<file path="src/rtl/layer_out_serializer.sv">
// -----------------------------------------------------------------------------
// layer_out_serializer
//
// Sits between two layer instances. Collects the NN per-neuron results of the
// producing layer (each neuron may finish on its own cycle, in any order) and
// streams them one word per cycle, neuron 0 first, into the serial input of
// the next layer. A collect buffer and a shift buffer are kept separately so
// the producing layer can fill its next vector while the previous one is
// still being streamed out. Back-to-back vectors stream without a gap.
//
// State table:
//   IDLE  | shift buffer empty; x_valid/busy low, x_in holds its last word
//   SHIFT | streaming sh_data word[count]; x_valid/busy high
//
// Ports:
//   clk       in   system clock, rising edge
//   rst       in   asynchronous active-high reset
//   o_valid   in   [NN]            per-neuron result-valid pulses
//   x_out     in   [NN*dataWidth]  neuron i at [i*dataWidth +: dataWidth]
//   x_valid   out                  serial word valid (registered)
//   x_in      out  [dataWidth]     serial word (registered)
//   busy      out                  high while the shift buffer is streaming
//   overflow  out                  sticky: a neuron result was dropped
// -----------------------------------------------------------------------------
module layer_out_serializer #(
    parameter int NN        = 30,
    parameter int dataWidth = 16
) (
    input  logic                    clk,
    input  logic                    rst,
    input  logic [NN-1:0]           o_valid,
    input  logic [NN*dataWidth-1:0] x_out,
    output logic                    x_valid,
    output logic [dataWidth-1:0]    x_in,
    output logic                    busy,
    output logic                    overflow
);

    localparam int CW = (NN > 1) ? $clog2(NN) : 1;
    localparam logic [CW-1:0] LAST = CW'(NN - 1);

    typedef enum logic {
        IDLE  = 1'b0,
        SHIFT = 1'b1
    } state_t;

    state_t                 state, state_next;
    logic [CW-1:0]          count, count_next, count_inc;
    logic [dataWidth-1:0]   col_data [NN];
    logic [dataWidth-1:0]   sh_data  [NN];
    logic [NN-1:0]          col_flags, col_flags_next, col_held, capture;
    logic                   overflow_next;
    logic                   transfer;
    logic                   x_valid_next, busy_next;
    logic [dataWidth-1:0]   x_in_next;

    // The shifter can accept a new vector when idle, or on the edge that
    // retires its last word, which is what makes back-to-back streaming gapless.
    assign transfer = (&col_flags) &&
                      ((state == IDLE) || ((state == SHIFT) && (count == LAST)));

    assign count_inc = count + CW'(1);

    // ---------------------------------------------------------------- collect
    // Flags being handed to the shifter this edge count as already cleared, so
    // a neuron reporting on the transfer edge starts the next vector instead
    // of being flagged as a duplicate.
    always_comb begin
        col_held       = transfer ? '0 : col_flags;
        capture        = o_valid & ~col_held;
        col_flags_next = col_held | o_valid;
        overflow_next  = overflow | (|(o_valid & col_held));
    end

    always_ff @(posedge clk or posedge rst) begin
        if (rst) begin
            col_flags <= '0;
            overflow  <= 1'b0;
            for (int i = 0; i < NN; i++) begin
                col_data[i] <= '0;
            end
        end else begin
            col_flags <= col_flags_next;
            overflow  <= overflow_next;
            for (int i = 0; i < NN; i++) begin
                if (capture[i]) begin
                    col_data[i] <= x_out[i*dataWidth +: dataWidth];
                end
            end
        end
    end

    // ---------------------------------------------------------------- shift buffer
    always_ff @(posedge clk or posedge rst) begin
        if (rst) begin
            for (int i = 0; i < NN; i++) begin
                sh_data[i] <= '0;
            end
        end else if (transfer) begin
            for (int i = 0; i < NN; i++) begin
                sh_data[i] <= col_data[i];
            end
        end
    end

    // ---------------------------------------------------------------- shift FSM
    // x_in is registered, so on a transfer the first word is taken straight
    // from the collect buffer (sh_data is only loaded on that same edge).
    always_comb begin
        state_next   = state;
        count_next   = count;
        x_valid_next = x_valid;
        busy_next    = busy;
        x_in_next    = x_in;
        case (state)
            IDLE: begin
                x_valid_next = 1'b0;
                busy_next    = 1'b0;
                if (transfer) begin
                    state_next   = SHIFT;
                    count_next   = '0;
                    x_valid_next = 1'b1;
                    busy_next    = 1'b1;
                    x_in_next    = col_data[0];
                end
            end
            SHIFT: begin
                x_valid_next = 1'b1;
                busy_next    = 1'b1;
                if (count == LAST) begin
                    if (transfer) begin
                        count_next = '0;
                        x_in_next  = col_data[0];
                    end else begin
                        state_next   = IDLE;
                        count_next   = '0;
                        x_valid_next = 1'b0;
                        busy_next    = 1'b0;
                    end
                end else begin
                    count_next = count_inc;
                    x_in_next  = sh_data[count_inc];
                end
            end
            default: begin
                state_next   = IDLE;
                count_next   = '0;
                x_valid_next = 1'b0;
                busy_next    = 1'b0;
            end
        endcase
    end

    always_ff @(posedge clk or posedge rst) begin
        if (rst) begin
            state   <= IDLE;
            count   <= '0;
            x_valid <= 1'b0;
            busy    <= 1'b0;
            x_in    <= '0;
        end else begin
            state   <= state_next;
            count   <= count_next;
            x_valid <= x_valid_next;
            busy    <= busy_next;
            x_in    <= x_in_next;
        end
    end

endmodule

</file>
<file path="config.mk">
export PLATFORM = sky130hd
export DESIGN_NAME = layer_out_serializer
export DESIGN_NICKNAME = d
export VERILOG_FILES = /design/src/rtl/layer_out_serializer.sv
export SDC_FILE = /design/constraint.sdc
export NUM_CORES = 2
export LEC_CHECK = 0
export ABC_AREA = 1
export CAP_MARGIN = 10
export CORE_MARGIN = 1
export CORE_UTILIZATION = 60
export DETAILED_ROUTE_END_ITERATION = 6
export GPL_ROUTABILITY_DRIVEN = 0
export PLACE_DENSITY_LB_ADDON = 0.3
export SKIP_CTS_REPAIR_TIMING = 1
export SLEW_MARGIN = 20
export SYNTH_ARGS = -nofsm -noshare
export SYNTH_HDL_FRONTEND = slang
export SYNTH_SLANG_ARGS = --single-unit
</file>
<file path="constraint.sdc">
create_clock -name clk -period 94.9 [get_ports clk]
set_input_delay 14.235 -clock clk [delete_from_list [all_inputs] [get_ports clk]]
set_output_delay 14.235 -clock clk [all_outputs]
set_load 0.02 [all_outputs]
</file>
=== Word level (Yosys, flattened, before mapping) ===
Index checks and enable logic that the tools add are counted.

* Register bits: 1,013
* Latch bits: 0
* Bits in writable memories: 0
* Memory bits (read-only): 0
* Bits of input ports: 512
* Output and inout port bits: 19
* Word-level logic and storage cells: 94
* Memories: 0

* Add/subtract/negate cells: 1
* Multiply operators: 0
* Divide/modulo/power cells: 0
* $lt $le $gt $ge: 1
* Equality and inequality tests: 2
* Shift-type cells: 0
* Multiplexer cells: 13
* Bitwise logic cells: 7
* Reductions and logical operators: 5

{| class="wikitable"
|+ Operators with widths
! cell !! number
|-
| $bmux W16 S5 || 1
|-
| $mux W16 || 4
|-
| $and A30 B30 Y30 || 2
|-
| $pmux W16 S2 || 1
|-
| $mux W30 || 1
|-
| $not A30 Y30 || 1
|-
| $or A30 B30 Y30 || 1
|-
| $reduce_and A30 Y1 || 1
|-
| $reduce_or A30 Y1 || 1
|-
| $mux W5 || 2
|-
| $pmux W5 S2 || 1
|-
| $ge A6 B6 Y1 const B || 1
|-
| $not A5 Y6 || 1
|-
| $add A5 B1 Y5 const B || 1
|-
| $eq A5 B5 Y1 const B || 1
|-
| $logic_and A1 B1 Y1 || 2
|-
| $mux W1 || 2
|-
| $ne A2 B2 Y1 const B || 1
|-
| $pmux W1 S2 || 1
|-
| $logic_or A1 B1 Y1 || 1
|-
| $not A1 Y1 || 1
|-
| $or A1 B1 Y1 || 1
|}

=== Logic depth before layout (Yosys ltp) ===
* Depth in word-level cells: 8
* Gate-level depth with buffers: 13
* Gate-level depth less buffers: 11

=== Worst setup path after synthesis ===
No wires, ideal clock.

* Path kind: in2reg
* Start point: input o_valid[1]
* End point: register col_data[449] in the netlist's numbering
* Library setup time: 0.125 ns
* Arrival: 14.919 ns
* Required time: 94.775 ns
* Path slack: 79.856 ns
* Stages on the path: 3
* Buffers on the path: 1
* Cells stage by stage: nand2_2 buf_2 mux2_2

* Word-level cells in the longest chain between the ends: 1

{| class="wikitable"
|+ RTL lines
! element !! RTL line !! RTL
|-
| from (decl) || 31 || <nowiki>input logic [NN-1:0] o_valid,</nowiki>
|-
| $and A30 B30 Y30 || 70 || <nowiki>capture = o_valid & ~col_held;</nowiki>
|-
| to (signal, indexed assignment) || 87 || <nowiki>col_data[i] <= x_out[i*dataWidth +: dataWidth];</nowiki>
|-
| to (decl) || 49 || <nowiki>logic [dataWidth-1:0] col_data [NN];</nowiki>
|}

Every way passes these cells.
A chain may end at the register's enable or synchronous reset.

==> reports/summary.txt <==
Final count of hold timing violations = 0
Final std cells w/o fill = 6,134
Maximum vdd drop = 0.01579 mV
IO Pins = 531
Post-synthesis cell type count = 37
Slowest CP cell = buf_4
Crit end category = async pin
Share of the synthesized area in the top cell type = 0.5966
Min Clock Period, post-route = 17.46 ns
Util after Layout = 0.7296
Design Area, Final = 51,090 um2
Net Count, Synth = 5,256
Leading area contributor after synthesis = dfrtp_1
Fin Setup TNS = 0 ns
Layout cells sized above 1 = 0.05728
GRT Util Overall = 0.3558
Routed wl met2 = 58,380 um
Final WS setup = 77.45 ns
Die area = 71,880 um2
Total power = 1.026 mW
Hold path start = col_data[451]
Leakage power = 25.14 nW
Clk slew on worst S/H paths = 0.06 ns
Clock Sinks = 1,013
CTS tree = built
Iter 0 DRT Violations = 4,385
Crit path from = rst
Commonest cells after routing, fill and taps aside = dfrtp_1, nand2_1, nor2_1
Wl on met1 = 50,900 um
First-pass GRT wire length = 192,900 um
Antenna viol nets, final = 0
Slew margin rel. = 0.2375
Initial Utilization = 0.6067
Overflow after GRT = 0
Most used cell, CP = buf_4
Hold/Removal Path Class = reg -> reg
Max Clock Skew = 0.02697 ns
Metal3 WL = 11,540 um
Final setup fails = 0
Number of global-route vias before repair = 33,850
Initial antenna violation count = 12
Number of fill cells = 5,018
Pre-antenna DRT Iters = 6
Fin nets = 5,619
Kind of critical path = in -> async
Top post-synthesis cells by area = dfrtp_1, nand2_1, nor2_1
Placed Area = 47,710 um2
DRC = 0
Psw = 252.0 uW
R2r startpoint = count[0]
Pre-CTS setup slack = 76.69 ns
Uppermost layer routed = met5
Tcrit/Tclk final = 0.1839
DR WL/cell = 20.74 um
RSZ-0062 raised after global routing = false
Crit-path cells = clkdlybuf4s50_1 > inv_8 > buf_4 > buf_4 > buf_4
Cell area after synthesis = 42,490 um2
Seq pwr share = 0.497
Register area share after synthesis = 0.5966
Comb pwr share = 0.110
DR vias/cell = 5.714
CP max FO = 119
Multi-input logic area = 13,850 um2
Dpl hpwl = 85,080 um
FF+latch area = 25,350 um2
Critical Path RT = 95.52 ns
Synth-to-layout area growth = 20.25%
Switching share of power = 0.2456
Max Clock Freq = 57.29 MHz
Commonest non-fill, non-tap cell in the layout = dfrtp_1
Largest net degree at the start of global routing = 212
Outcome = completed
P_int = 774.0 uW
Syn Inst Count = 4,742
Number of I/O port buffers = 530
CTS Buf Count = 99
DIE HEIGHT = 268.1 um
Slowest Stage Delay on Critical Path = 0.87 ns
Max Root-Sink Buffers = 3
Worst setup SP type = input pin
Die width = 268.1 um
Yosys warning count = 0
Slew Viols, Final = 0
Core footprint = 70,030 um2
Clock power frac = 0.393
Clk root buf = clkbuf_16
WHS = 0.4634 ns
Post-synthesis area per instance = 8.960 um2
Clk Latency, worst-skew pair = 0.65 ns
H-tree depth = 3
Row count = 97
Max_cap viols = 0
Arr. time, crit path = 18.08 ns
P per Cell Area = 20.08 nW/um2
Worst slew pin tran = 1.144 ns
DR vias = 35,050
Drt total wl = 127,200 um
# placed instances = 5,944
FF+latch count, synth = 1,013
-- flip-flops by register name, summed over array words and instances, names as in the netlist --
register   cells
col_data     480
sh_data      480
col_flags     30
x_in          16
count          5
overflow       1
state          1
-- cell usage after synthesis --
library cell     n
nor2_1         738
or2_2            3
clkinv_1         1
xnor2_1          1
buf_6           10
o21ai_1        363
nand2_2         42
o221ai_1         2
nand2_1        758
xor2_1           2
nand3_2          2
mux2i_1          1
ha_1             2
a22oi_1          2
inv_2            2
a22o_1           5
nand3_1         49
nand2_4          1
mux2_4          10
o21bai_1         7
buf_4           37
inv_1          469
mux2_2          38
nor3_1           7
buf_1            6
buf_8            1
nor2_2           2
o21ai_0        315
dfrtp_1       1013
a21oi_1        451
o22ai_1         65
o21ai_4          1
mux2_1          18
buf_2          169
nand3b_1         2
clkbuf_1        77
o211ai_1        70
-- cell families (layout without fill, tap and decap cells) --
family          count (synthesis)  after routing  synth area share
fa+ha+maj                       2              2         0.0005889
compound gates               1281           1281            0.1583
buf+inv                       772           1215           0.07848
xor+xnor                        3              3         0.0006185
mux                            67             67           0.01861
simple gates                 1604           1604            0.1468
flops                        1013           1013            0.5966
other cells                     0              9                 0
-- power by group through the flow --
stage | logic [mW] | registers, mW | clock network [mW]
after global placement | 0.106 | 0.513 | 0
after global routing | 0.126 | 0.515 | 0.423
after CTS | 0.113 | 0.509 | 0.406
final | 0.113 | 0.510 | 0.404
after floorplan | 0.0625 | 0.512 | 0
after detailed placement | 0.111 | 0.516 | 0
-- cell type report --
cell class	count	area share
inverters	472	0.03494
clock buffers	153	0.05862
well taps	940	0.02302
clock inverters	28	0.006857
diodes	9	0.0004408
repair buffers	562	0.1089
flip-flops and latches	1013	0.4962
multi-input cells	2957	0.2710
-- metal layers --
| metal | GRT usage | vias to the layer above |
|---|---|---|
| li1 | - | 15970 |
| met1 | 0.4943 | 17070 |
| met2 | 0.5393 | 1692 |
| met3 | 0.06818 | 306 |
| met4 | 0.1804 | 10 |
| met5 | 0 | - |
-- worst paths after layout --
check                               endpoint  slack, ns  cells after the start
worst max-delay path            sh_data[146]      77.45                      5
worst min-delay path            sh_data[451]       0.46                      2
worst max register to register  sh_data[319]      88.60                      9
worst min register to register  sh_data[451]       0.46                      2
max in group clk                     x_valid      78.80                      1
min in group asynchronous       col_data[82]      14.11                      2
-- critical path, delay by kind of cell --
kind | cells | cell delay [ns]
buffers and inverters | 5 | 3.53
Note: power is estimated with default switching activity, not from simulation.
